File: src/rtl/obc_da_bin_acc_if.sv
// Handshake and configuration bundle for the OBC distributed-arithmetic bin engine.
// master = frame source / configuration host, slave = engine.
interface obc_da_bin_acc_if #(
    parameter int DATA_W = 16,
    parameter int NPAIR  = 4,
    parameter int COEF_W = 32,
    localparam int ACC_W = COEF_W + DATA_W + $clog2(NPAIR) + 1
);
    logic                        cfg_we;
    logic [$clog2(NPAIR):0]      cfg_addr;
    logic                        cfg_ofs_we;
    logic [COEF_W-1:0]           cfg_data;
    logic                        cfg_err;
    logic                        in_valid;
    logic                        in_ready;
    logic [2*NPAIR*DATA_W-1:0]   in_data;
    logic                        out_valid;
    logic                        out_ready;
    logic [ACC_W-1:0]            out_data;

    modport master (
        output cfg_we, cfg_addr, cfg_ofs_we, cfg_data, in_valid, in_data, out_ready,
        input  cfg_err, in_ready, out_valid, out_data
    );

    modport slave (
        input  cfg_we, cfg_addr, cfg_ofs_we, cfg_data, in_valid, in_data, out_ready,
        output cfg_err, in_ready, out_valid, out_data
    );
endinterface

File: src/rtl/obc_da_bin_acc.sv
// Bit-serial OBC distributed-arithmetic engine: one DFT bin component per frame,
// MSB first, programmable per-pair coefficient table plus a final offset.
module obc_da_bin_acc #(
    parameter int DATA_W = 16,
    parameter int NPAIR  = 4,
    parameter int COEF_W = 32,
    localparam int ACC_W = COEF_W + DATA_W + $clog2(NPAIR) + 1
) (
    input logic             clk,
    input logic             rst,
    obc_da_bin_acc_if.slave bus
);
    localparam int NSMP  = 2 * NPAIR;
    localparam int CNT_W = (DATA_W > 1) ? $clog2(DATA_W) : 1;

    typedef enum logic [1:0] {IDLE, RUN, DONE} state_t;

    state_t                     state_reg;
    logic [CNT_W-1:0]           cnt_reg;
    logic signed [ACC_W-1:0]    acc_reg;
    logic signed [ACC_W-1:0]    acc_next;
    logic signed [ACC_W-1:0]    out_data_reg;
    logic                       in_ready_reg;
    logic                       out_valid_reg;
    logic                       cfg_err_reg;
    logic [DATA_W-1:0]          smp_reg [NSMP];
    logic signed [COEF_W-1:0]   tbl_reg [NSMP];
    logic signed [COEF_W-1:0]   ofs_reg;
    logic signed [ACC_W-1:0]    term [NPAIR];
    logic signed [ACC_W-1:0]    psum;
    logic signed [ACC_W-1:0]    ofs_ext;

    // The table is read combinationally from the registered copy, so a write
    // landing on the accept edge is already visible on the first RUN cycle.
    genvar gi;
    generate
        for (gi = 0; gi < NPAIR; gi++) begin : g_pair
            logic                     sel;
            logic signed [COEF_W-1:0] coef;
            assign sel      = smp_reg[2*gi][DATA_W-1] ^ smp_reg[2*gi+1][DATA_W-1];
            assign coef     = sel ? tbl_reg[2*gi+1] : tbl_reg[2*gi];
            assign term[gi] = {{(ACC_W-COEF_W){coef[COEF_W-1]}}, coef};
        end
    endgenerate

    always_comb begin
        psum = '0;
        for (int k = 0; k < NPAIR; k++) begin
            psum = psum + term[k];
        end
    end

    assign ofs_ext = {{(ACC_W-COEF_W){ofs_reg[COEF_W-1]}}, ofs_reg};

    // The sign bit carries negative weight, so the first step subtracts.
    always_comb begin
        if (cnt_reg == '0) begin
            acc_next = -psum;
        end else begin
            acc_next = (acc_reg <<< 1) + psum;
        end
    end

    always_ff @(posedge clk) begin
        if (rst) begin
            state_reg     <= IDLE;
            cnt_reg       <= '0;
            acc_reg       <= '0;
            out_data_reg  <= '0;
            in_ready_reg  <= 1'b1;
            out_valid_reg <= 1'b0;
            cfg_err_reg   <= 1'b0;
            ofs_reg       <= '0;
            for (int i = 0; i < NSMP; i++) begin
                smp_reg[i] <= '0;
                tbl_reg[i] <= '0;
            end
        end else begin
            cfg_err_reg <= (bus.cfg_we | bus.cfg_ofs_we) && (state_reg != IDLE);

            if (state_reg == IDLE) begin
                if (bus.cfg_we && (int'(bus.cfg_addr) < NSMP)) begin
                    tbl_reg[bus.cfg_addr] <= bus.cfg_data;
                end
                if (bus.cfg_ofs_we) begin
                    ofs_reg <= bus.cfg_data;
                end
            end

            case (state_reg)
                IDLE: begin
                    if (bus.in_valid) begin
                        for (int i = 0; i < NSMP; i++) begin
                            smp_reg[i] <= bus.in_data[i*DATA_W +: DATA_W];
                        end
                        acc_reg      <= '0;
                        cnt_reg      <= '0;
                        in_ready_reg <= 1'b0;
                        state_reg    <= RUN;
                    end
                end
                RUN: begin
                    for (int i = 0; i < NSMP; i++) begin
                        smp_reg[i] <= smp_reg[i] << 1;
                    end
                    acc_reg <= acc_next;
                    cnt_reg <= cnt_reg + CNT_W'(1);
                    if (cnt_reg == CNT_W'(DATA_W - 1)) begin
                        out_data_reg  <= acc_next + ofs_ext;
                        out_valid_reg <= 1'b1;
                        state_reg     <= DONE;
                    end
                end
                DONE: begin
                    if (bus.out_ready) begin
                        out_valid_reg <= 1'b0;
                        in_ready_reg  <= 1'b1;
                        state_reg     <= IDLE;
                    end
                end
                default: begin
                    state_reg <= IDLE;
                end
            endcase
        end
    end

    assign bus.in_ready  = in_ready_reg;
    assign bus.out_valid = out_valid_reg;
    assign bus.out_data  = out_data_reg;
    assign bus.cfg_err   = cfg_err_reg;
endmodule

File: src/flat_wrapper.sv
// flat-port wrapper written by rule: the top's interface ports become plain ports
module obc_da_bin_acc_flat 
#(
    parameter int DATA_W = 16,
    parameter int NPAIR  = 4,
    parameter int COEF_W = 32,
    localparam int ACC_W = COEF_W + DATA_W + $clog2(NPAIR) + 1
)
  (clk, rst, bus_cfg_we, bus_cfg_addr, bus_cfg_ofs_we, bus_cfg_data, bus_in_valid, bus_in_data, bus_out_ready, bus_cfg_err, bus_in_ready, bus_out_valid, bus_out_data);
  obc_da_bin_acc_if #(.DATA_W(DATA_W), .NPAIR(NPAIR), .COEF_W(COEF_W)) bus_i ();
  input logic clk;
  input logic rst;
  input wire logic [$bits(bus_i.cfg_we)-1:0] bus_cfg_we;
  input wire logic [$bits(bus_i.cfg_addr)-1:0] bus_cfg_addr;
  input wire logic [$bits(bus_i.cfg_ofs_we)-1:0] bus_cfg_ofs_we;
  input wire logic [$bits(bus_i.cfg_data)-1:0] bus_cfg_data;
  input wire logic [$bits(bus_i.in_valid)-1:0] bus_in_valid;
  input wire logic [$bits(bus_i.in_data)-1:0] bus_in_data;
  input wire logic [$bits(bus_i.out_ready)-1:0] bus_out_ready;
  output wire logic [$bits(bus_i.cfg_err)-1:0] bus_cfg_err;
  output wire logic [$bits(bus_i.in_ready)-1:0] bus_in_ready;
  output wire logic [$bits(bus_i.out_valid)-1:0] bus_out_valid;
  output wire logic [$bits(bus_i.out_data)-1:0] bus_out_data;
  assign bus_i.cfg_we = bus_cfg_we;
  assign bus_i.cfg_addr = bus_cfg_addr;
  assign bus_i.cfg_ofs_we = bus_cfg_ofs_we;
  assign bus_i.cfg_data = bus_cfg_data;
  assign bus_i.in_valid = bus_in_valid;
  assign bus_i.in_data = bus_in_data;
  assign bus_i.out_ready = bus_out_ready;
  assign bus_cfg_err = bus_i.cfg_err;
  assign bus_in_ready = bus_i.in_ready;
  assign bus_out_valid = bus_i.out_valid;
  assign bus_out_data = bus_i.out_data;
  obc_da_bin_acc #(.DATA_W(DATA_W), .NPAIR(NPAIR), .COEF_W(COEF_W)) u_core (.clk(clk), .rst(rst), .bus(bus_i));
endmodule
File: config.mk
export PLATFORM = sky130hd
export DESIGN_NAME = obc_da_bin_acc_flat
export DESIGN_NICKNAME = d
export VERILOG_FILES = /design/src/rtl/obc_da_bin_acc_if.sv /design/src/rtl/obc_da_bin_acc.sv /design/src/flat_wrapper.sv
export SDC_FILE = /design/constraint.sdc
export NUM_CORES = 1
export LEC_CHECK = 0
export ABC_AREA = 0
export CAP_MARGIN = 20
export CORE_MARGIN = 2
export CORE_UTILIZATION = 40
export DETAILED_ROUTE_END_ITERATION = 8
export REMOVE_ABC_BUFFERS = 1
export SYNTH_ARGS = -nofsm -noshare
export SYNTH_HDL_FRONTEND = slang
export SYNTH_SLANG_ARGS = --single-unit
File: constraint.sdc
create_clock -name clk -period 16.3 [get_ports clk]
set_input_delay 2.445 -clock clk [delete_from_list [all_inputs] [get_ports clk]]
set_output_delay 2.445 -clock clk [all_outputs]
set_load 0.1 [all_outputs]
==> results of run 1 <==
worst max path at each step:
stage | end | cells after the start
finish | u_core.bus.out_data[50] | 43
global route | u_core.bus.out_data[50] | 42
CTS | u_core.bus.out_data[50] | 42
detailed placement | u_core.bus.out_data[50] | 42
global placement | u_core.bus.out_data[50] | 41
floorplan | u_core.bus.out_data[50] | 47
power groups by stage:
stage                     Sequential (mW)  Combinational (mW)  Clock [mW]
after floorplan                      1.61                3.74           0
final                                1.60                5.08        1.37
after CTS                            1.60                5.01        1.40
after global placement               1.62                5.01           0
after global routing                 1.61                5.58        1.45
after detailed placement             1.62                4.97           0
per-stage QoR:
step                      hold WS [ps]  power [mW]
after floorplan                    431        5.35
after global placement             443        6.63
after detailed placement           444        6.59
after CTS                          454        8.01
after global routing               468        8.64
final                              451        8.05
cell type report:
class / count / area [µm²] / share of cell area (%)
Multi-Input combinational cell: 2334 / 16600 / 44.7
Sequential cell: 526 / 14300 / 38.5
Timing Repair Buffer: 260 / 2500 / 6.73
Clock buffer: 79 / 1610 / 4.33
Tap cell: 1050 / 1310 / 3.53
Inverter: 119 / 447 / 1.20
Clock inverter: 30 / 365 / 0.982
Antenna cell: 1 / 2.50 / 0.00672
synthesized netlist by cell type (all sizes together) (27+ instances only):
master	instances	area [µm²]
o21ai	115	576
mux2	39	439
ha	174	2180
clkbuf	147	552
xor2	56	490
nand2	257	965
a22o	137	1200
nand3	53	265
a21o	100	751
inv	119	447
fa	36	721
nor2	181	682
nor3	37	196
nand4	27	169
o21a	31	233
dfxtp	146	2920
mux2i	96	961
a21oi	266	1340
xnor2	114	998
edfxtp	380	11400
and2	274	1710
kinds of logic (layout without fill, tap and decap cells):
logic type	Yosys count	after routing	synth area share [%]
fa+ha+maj	210	210	9.10
simple gates	968	968	15.5
mux	135	135	4.40
compound gates	851	851	18.1
flops	526	526	45.0
other cells	0	1	0
xor+xnor	170	170	4.68
buf+inv	274	488	3.23
critical path, delay by kind of cell (launching register included):
kind,cells,cell delay (ps)
multiplexers,1,190
XOR/XNOR,6,1720
AO/OA/AOI/OAI,20,5070
buffers and inverters,2,620
adder cells (fa/ha/maj),5,2150
AND/OR/NAND/NOR,9,1800
flip-flops,1,410
routing by layer:
layer  track usage, %  routed length, µm
met1             30.4              41600
met2             35.9              42500
met3             3.43               5540
met4             3.95               1280
met5                0                  0
==> flow_summary.toml, run 1 <==
[pwr]
seq_power_share_pct = 19.9
leakage_nw = 15.3
switching_share_pct = 46.9
combPwrFrac_pct = 63.1
power_report.internal_total_mw = 4.28
netSwitchingPower_mw = 3.77
fraction_of_power_consumed_by_the_clock_network_pct = 17.0
power.density_mw_per_mm2 = 216
ir_worst_vdd_mv = 0.114

[clock_network]
post_cts.repair.setup_buffers = 0
cts.sinks = 526
cts_made_buffers = 59
post_cts_resized = 0
cts-hold-fix-buffers = 0
clock_latency_ps = 640
worst_setup_hold_path_clk_slew_ps = 60
h-tree-depth = 2
cts-root-buf = "clkbuf_16"
clockBufferDepth = 3
tritoncts = "yes"

[timing]
minimum_setup_slack_in_the_final_design_ps = 4090
setup_tns_ps = 0
setup_repair_after_global_routing_missed_its_margin = "no"
finalCritPeriodShare_pct = 74.9
finClkSkew_ps = 13.2
maxClockFrequency_mhz = 81.9
tightestPinTransition_ps = 1090
timing.max_slew.rel_slack_pct = 27.5
report.final.setup_viol = 0
finalWorstPathRequiredPeriod_ps = 12210
slew_viol_final = 0
finalHoldViolCount = 0

[route]
first_pass_iters = 6
via_count = 24182
detail_route.wirelength_mm = 90.9
via_density_per_instance = 5.50
drt-initial-drc-count = 2263
drt-wirelength-per-cell_um = 20.7
drc = 0
postRouteAntennaNets = 0

[floorplanning]
floorplan.die.width_um = 286
fp.dieArea_mm2 = 0.0819
core_area_mm2 = 0.0789
initial_utilization_pct = 40.4
io_pins = 223
floorplan.die.height_um = 286
row_count = 103

[setup_path]
critPathKind = "flip-flop to flip-flop"
cp_slowest_cell = "a2111oi_0"
cp-startpoint = "u_core.smp_reg[0][95]"
setup.worst_path.start_class = "flip-flop"
timing.critical_path.required_ps = 16790
timing.reg2reg.worst_path_depth = 43
r2r_start = "u_core.smp_reg[0][95]"
worst-path-max-fanout = 29
worst_r2r_endpoint = "u_core.bus.out_data[50]"
path_common_cell = "a21oi_1"
worstPathArrival_ps = 12710
reg2reg_setup_slack_ps = 4090
worst_path_largest_cell_delay_ps = 680
capturing_element_type_of_the_critical_path = "flip-flop"

[flow_run]
cap_viol_max_count = 0

[final_layout]
instances_no_fill = 4399
final_core_utilization_pct = 47.2
fin_nets = 3679
syn2layout_area_growth_pct = 16.9
finish.instance_area_mm2 = 0.0372
final_layout_size_suffix_gt1_share_pct = 6.42
layout_common_cells = "edfxtp_1, and2_1, a21oi_1"
fill_cells = 7424
most_common_library_cell_in_the_layout_ignoring_fill_and_taps = "edfxtp_1"
number_of_flip_flops_in_the_largest_register = 256

[placement]
placed_cells_incl_taps = 4289
preCtsSetupSlack_ps = 4330
post_dp_cell_area_mm2 = 0.0352
io_buffers = 222
globalplace.congestion = 0.903
detailedPlacementHpwl_mm = 65.1

[global_routing]
grt_antenna_before_repair = 3
grt_use_total_pct = 21.7
global_route_wire_length_before_repair_mm = 139
via_count_of_the_first_global_routing_pass = 23369
grt.overflow.total = 0
grt_max_degree = 92

[synth]
syn_inst = 3134
yosysWarningCount = 0
post_synth.cell_area_avg_um2 = 10.2
asyncSetResetFlopFracSynth_pct = 0
synth_enable_flop_cells = 380
synth_ff_type = "edfxtp_1"
synthDistinctLibCells = 79
synth_seq_area_share_pct = 45.0
post_synth_instance_area_mm2 = 0.0318
ys_ff_latch = 526

[worst_hold_path]
timing.hold.worst.start = "u_core.bus.out_data[39]"
hold-path-endpoint = "u_core.bus.out_data[39]"
holdCritPathClass = "flip-flop to flip-flop"
hold_path_depth = 2

[status]
outcome = "complete, no violations"
No activity file was read; power rests on OpenSTA's default activity.
==> run 2: changes to the inputs <==
clock period = 11.9 ns   (was 16.3 ns; I/O delays follow)
==> run 2 against run 1 <==
Sequential cell count did not move. Clock-buffer cell count fell by 4. Utilization grew 0.32 points. Power rose by 40%. Worst setup slack lost 3400 ps. Clock skew rose by 18 ps.
==> flow_summary.toml, run 2 (synthesis results as in run 1) <==
[status]
outcome = "complete, no violations"

[floorplanning]
initial_utilization_pct = 40.4
row_count = 103
floorplan.die.height_um = 286
io_pins = 223
floorplan.die.width_um = 286
core_area_mm2 = 0.0789
fp.dieArea_mm2 = 0.0819

[route]
drt-initial-drc-count = 1773
first_pass_iters = 6
postRouteAntennaNets = 0
via_density_per_instance = 5.50
drt-wirelength-per-cell_um = 21.1
drc = 0
detail_route.wirelength_mm = 93.3
via_count = 24258

[final_layout]
number_of_flip_flops_in_the_largest_register = 256
most_common_library_cell_in_the_layout_ignoring_fill_and_taps = "edfxtp_1"
layout_common_cells = "edfxtp_1, and2_1, a21oi_1"
fill_cells = 7396
multi_input_area_mm2 = 0.0167
syn2layout_area_growth_pct = 17.6
fin_nets = 3692
sequential_cell_area_mm2 = 0.0143
final_layout_size_suffix_gt1_share_pct = 7.50

[setup_path]
r2r_start = "u_core.smp_reg[0][63]"
timing.critical_path.required_ps = 12480
cp-startpoint = "u_core.smp_reg[0][63]"
worst-path-max-fanout = 31
capturing_element_type_of_the_critical_path = "flip-flop"
cp_slowest_cell = "a2111oi_1"
worstPathArrival_ps = 11750
worst_path_largest_cell_delay_ps = 600
setup.worst_path.start_class = "flip-flop"
critPathKind = "flip-flop to flip-flop"

[placement]
io_buffers = 222
detailedPlacementHpwl_mm = 66.7
globalplace.congestion = 0.933

[global_routing]
grt_max_degree = 86
via_count_of_the_first_global_routing_pass = 23605
grt.overflow.total = 0
grt_use_total_pct = 22.4
global_route_wire_length_before_repair_mm = 143
grt_antenna_before_repair = 2

[timing]
maxClockFrequency_mhz = 89.5
timing.max_slew.rel_slack_pct = 29.5
setup_repair_after_global_routing_missed_its_margin = "no"
holdWs_ps = 449
tightestPinTransition_ps = 1050
finalWorstPathRequiredPeriod_ps = 11170
finClkSkew_ps = 31.3
slew_viol_final = 0
setup_tns_ps = 0
finalHoldViolCount = 0
report.final.setup_viol = 0
finalCritPeriodShare_pct = 93.9

[clock_network]
h-tree-depth = 2
worst_setup_hold_path_clk_slew_ps = 60
cts_made_buffers = 60
cts.sinks = 526
clockBufferDepth = 3
clock_latency_ps = 650
cts-hold-fix-buffers = 0
cts-root-buf = "clkbuf_16"
tritoncts = "yes"

[pwr]
leakage_nw = 15.5
power.density_mw_per_mm2 = 300
ir_worst_vdd_mv = 0.178

[flow_run]
cap_viol_max_count = 0

[worst_hold_path]
timing.hold.worst.start = "u_core.bus.out_data[38]"
holdCritPathClass = "flip-flop to flip-flop"
==> run 2: layout make-up <==
cell class	count	area share, %
multi-input combinational	2334	44.5
sequential	526	38.3
timing repair buffer	272	7.01
clock buffer	75	4.43
tap	1050	3.51
inverter	119	1.19
clock inverter	36	1.05
antenna	1	0.00668
==> run 2: path summary, 6_finish.rpt <==
path	endpoint	slack [ps]	depth (start not counted)
min	u_core.bus.out_data[38]	450	2
max reg2reg	u_core.bus.out_data[49]	730	46
min reg2reg	u_core.bus.out_data[38]	450	2
max	u_core.bus.out_data[49]	730	46
==> run 2: through the flow <==
step	cell area (µm²)	worst slack [ps]	util (%)	total power [mW]	instances
3_5_place_dp	35300	303	44.7	9.13	4295
4_1_cts	37300	270	47.3	11.1	4406
5_1_grt	37500	3.51	47.5	12.1	4413
2_1_floorplan	31300	158	-	7.33	2979
3_3_place_gp	35300	336	44.7	9.19	4295
6_report	37500	729	47.5	11.2	4413
==> run 2: repair_timing <==
action                     4_1_cts  5_1_grt
setup endpoints to repair        0       11
gates resized for setup          0       15
setup buffers                    0        5
==> run 2: where the power goes <==
group / leakage (nW) / internal, mW / switching [mW] / total [mW]
registers: 5.25 / 2.11 / 0.0735 / 2.19
clock network: 1.01 / 1.12 / 0.807 / 1.93
logic: 9.19 / 2.69 / 4.44 / 7.13
total: 15.5 / 5.93 / 5.32 / 11.2
==> run 2: per-layer routing <==
layer | routed length [µm] | global-route usage, % | vias to the layer above | part of all wire, %
met2 | 43300 | 36.6 | 668 | 46
met3 | 4770 | 2.85 | 114 | 5.1
met5 | 85 | 0 | - | 0.091
met1 | 43100 | 31.5 | 11696 | 46
li1 | - | - | 11778 | -
met4 | 1990 | 5.26 | 2 | 2.1
==> run 2: worst max-delay path, delay by kind of cell (launching register included) <==
kind / cells / cell delay [ps]
compound gates: 21 / 5360
xor+xnor: 3 / 700
fa+ha+maj: 5 / 1740
buf+inv: 4 / 660
flops: 1 / 460
mux: 2 / 550
simple gates: 11 / 1590
==> run 3: changes to the inputs <==
ABC_AREA = 1   (was 0)
==> run 3 against run 2 <==
Sequential share of layout area decreased by 2.2 points. Synthesized cell count increased by 35%. Cell area increased by 6.1%. Hold slack improved by 8.0 ps. Critical path depth increased by 6. Power increased by 5.7%. First-iteration DRC count increased by 36%. Utilization decreased by 0.58 points. Final cell count increased by 27%. Critical endpoint is now u_core.bus.out_data[50]. Largest cell class unchanged.
==> flow_summary.toml, run 3 <==
[status]
outcome = "complete, no violations"

[final_layout]
final_layout_size_suffix_gt1_share_pct = 6.07
layout_common_cells = "nand2_1, inv_1, nor2_1"
syn2layout_area_growth_pct = 16.7
most_common_library_cell_in_the_layout_ignoring_fill_and_taps = "nand2_1"
fin_nets = 4810
multi_input_area_mm2 = 0.0171
fill_cells = 8393
sequential_cell_area_mm2 = 0.0143
number_of_flip_flops_in_the_largest_register = 256

[pwr]
fraction_of_power_consumed_by_the_clock_network_pct = 16.7
leakage_nw = 18.2
ir_worst_vdd_mv = 0.125
power.density_mw_per_mm2 = 299
switching_share_pct = 52.5
netSwitchingPower_mw = 6.25
seq_power_share_pct = 18.4
power_report.internal_total_mw = 5.65
combPwrFrac_pct = 64.9

[setup_path]
critPathKind = "flip-flop to flip-flop"
path_common_cell = "nand2_1"
timing.critical_path.required_ps = 12430
capturing_element_type_of_the_critical_path = "flip-flop"
reg2reg_setup_slack_ps = 1210
worst-path-max-fanout = 13
timing.reg2reg.worst_path_depth = 52
worstPathArrival_ps = 11220
kind_of_cell_with_the_highest_combined_delay_on_the_critical_path = "simple AND/OR/NAND/NOR gates"
cp_slowest_cell = "xor2_4"
r2r_start = "u_core.smp_reg[0][63]"
critPathBufInv = 4
setup.worst_path.start_class = "flip-flop"
worst_r2r_endpoint = "u_core.bus.out_data[50]"
worst_path_largest_cell_delay_ps = 580

[global_routing]
grt.overflow.total = 0
grt_use_total_pct = 25.6
grt_antenna_before_repair = 4
grt_max_degree = 67
via_count_of_the_first_global_routing_pass = 28314
global_route_wire_length_before_repair_mm = 171

[route]
via_count = 29578
postRouteAntennaNets = 0
drt-initial-drc-count = 2405
drt-wirelength-per-cell_um = 20.1
first_pass_iters = 6
drc = 0
detail_route.wirelength_mm = 113
via_density_per_instance = 5.26

[synth]
syn_inst = 4219
synthMostInstantiatedCell = "nand2_1"
post_synth_top_area_share_pct = 33.5
ys_ff_latch = 526
synth_area_leaders = "edfxtp_1, nand2_1, dfxtp_1, ha_1, inv_1"
synth_seq_area_share_pct = 42.1
synthDistinctLibCells = 67
synth_ff_type = "edfxtp_1"
yosysWarningCount = 0
post_synth_most_frequent_cells = "nand2_1, inv_1, nor2_1"
asyncSetResetFlopFracSynth_pct = 0
synth_enable_flop_cells = 380
synth_top_area_cell = "edfxtp_1"
post_synth.cell_area_avg_um2 = 8.08
post_synth_instance_area_mm2 = 0.0341

[clock_network]
post_cts_resized = 0
cts-root-buf = "clkbuf_16"
worst_setup_hold_path_clk_slew_ps = 60
cts.sinks = 526
clockBufferDepth = 3
clock_latency_ps = 680
tritoncts = "yes"
h-tree-depth = 2
post_cts.repair.setup_buffers = 0
cts-hold-fix-buffers = 0
cts_made_buffers = 61

[timing]
finalWorstPathRequiredPeriod_ps = 10690
finClkSkew_ps = 56.9
finalHoldViolCount = 0
report.final.setup_viol = 0
finalCritPeriodShare_pct = 89.8
setup_repair_after_global_routing_missed_its_margin = "no"
maxClockFrequency_mhz = 93.5
holdWs_ps = 457
slew_viol_final = 0
timing.max_slew.rel_slack_pct = 26.9
tightestPinTransition_ps = 1090
setup_tns_ps = 0

[floorplanning]
floorplan.die.width_um = 296
fp.dieArea_mm2 = 0.0875
core_area_mm2 = 0.0847
initial_utilization_pct = 40.2
io_pins = 223
floorplan.die.height_um = 296
row_count = 107

[worst_hold_path]
timing.hold.worst.start = "u_core.bus.in_ready"
hold-path-endpoint = "u_core.bus.in_ready"
hold_path_depth = 2
holdCritPathClass = "flip-flop to flip-flop"

[placement]
io_buffers = 222
detailedPlacementHpwl_mm = 85.7
globalplace.congestion = 0.975

[flow_run]
cap_viol_max_count = 0
run 3: changes by cell type in the layout (fill, tap and decap cells not counted), sizes merged, moves of 37 or more:
cell / change
a21o: -84
and2: -261
inv: +444
mux2: -37
nand2: +696
nand3: +114
nor2: +381
o21ai: +79
xnor2: -86
run 3: through the flow:
| step | std cells | worst slack (ps) | power, mW | area (µm²) | util, % |
|---|---|---|---|---|---|
| 3_5_place_dp | 5512 | 1380 | 9.75 | 37700 | 44.4 |
| 2_1_floorplan | 4104 | 1760 | 7.55 | 33600 | - |
| 6_report | 5623 | 1210 | 11.9 | 39800 | 46.9 |
| 4_1_cts | 5622 | 1280 | 11.8 | 39800 | 46.9 |
| 5_1_grt | 5622 | 150 | 12.8 | 39800 | 46.9 |
| 3_3_place_gp | 5512 | 1290 | 9.79 | 37700 | 44.4 |
run 3: kinds of logic (layout without fill, tap and decap cells):
family | Yosys count | in the layout | synth area share [%]
AOI/OAI and AO/OA | 758 | 758 | 13.8
adders and majority gates | 210 | 210 | 8.51
muxes | 93 | 93 | 2.74
and+or+nand+nor | 1818 | 1818 | 22.4
buffers and inverters | 721 | 980 | 7.99
other | 0 | 1 | 0
xor gates and xnor gates | 93 | 93 | 2.45
DFF | 526 | 526 | 42.1
run 3: layer usage:
layer  track usage, %  up-vias  part of all wire (%)
met2             39.2     1000                    43
met5                0        -                 0.021
met4             7.85        4                   3.0
met3             3.49      159                   6.9
li1                 -    14520                     -
met1             37.3    13895                    47
run 3: area by class of cell:
class | count | area share, %
Inverter | 606 | 5.76
Timing Repair Buffer | 264 | 6.38
Sequential cell | 526 | 36.0
Clock buffer | 81 | 4.13
Antenna cell | 1 | 0.00629
Clock inverter | 29 | 1.14
Multi-Input combinational cell | 2972 | 42.9
Tap cell | 1144 | 3.60
run 3: tightest hold or removal path: stages (launching register included):
cell and delay [ps]:
dfxtp_1 320, nand2_1 50, nand3_1 50
run 3: how the worst max path moves through the flow:
stage | startpoint | cells past startpoint | endpoint | slack, ps
floorplan | u_core.smp_reg[0][63] | 53 | u_core.bus.out_data[50] | 1760
global placement | u_core.smp_reg[0][63] | 53 | u_core.bus.out_data[50] | 1290
detailed placement | u_core.smp_reg[0][63] | 52 | u_core.bus.out_data[50] | 1380
CTS | u_core.smp_reg[0][63] | 52 | u_core.bus.out_data[50] | 1280
global route | u_core.smp_reg[0][63] | 53 | u_core.bus.out_data[50] | 150
finish | u_core.smp_reg[0][63] | 52 | u_core.bus.out_data[50] | 1210
run 3: power by group through the flow:
stage | combinational (mW) | clock [mW] | sequential [mW]
after floorplan | 5.35 | 0 | 2.20
after global placement | 7.57 | 0 | 2.22
after detailed placement | 7.52 | 0 | 2.23
after CTS | 7.57 | 2.02 | 2.19
after global routing | 8.54 | 2.08 | 2.20
final | 7.72 | 1.98 | 2.19
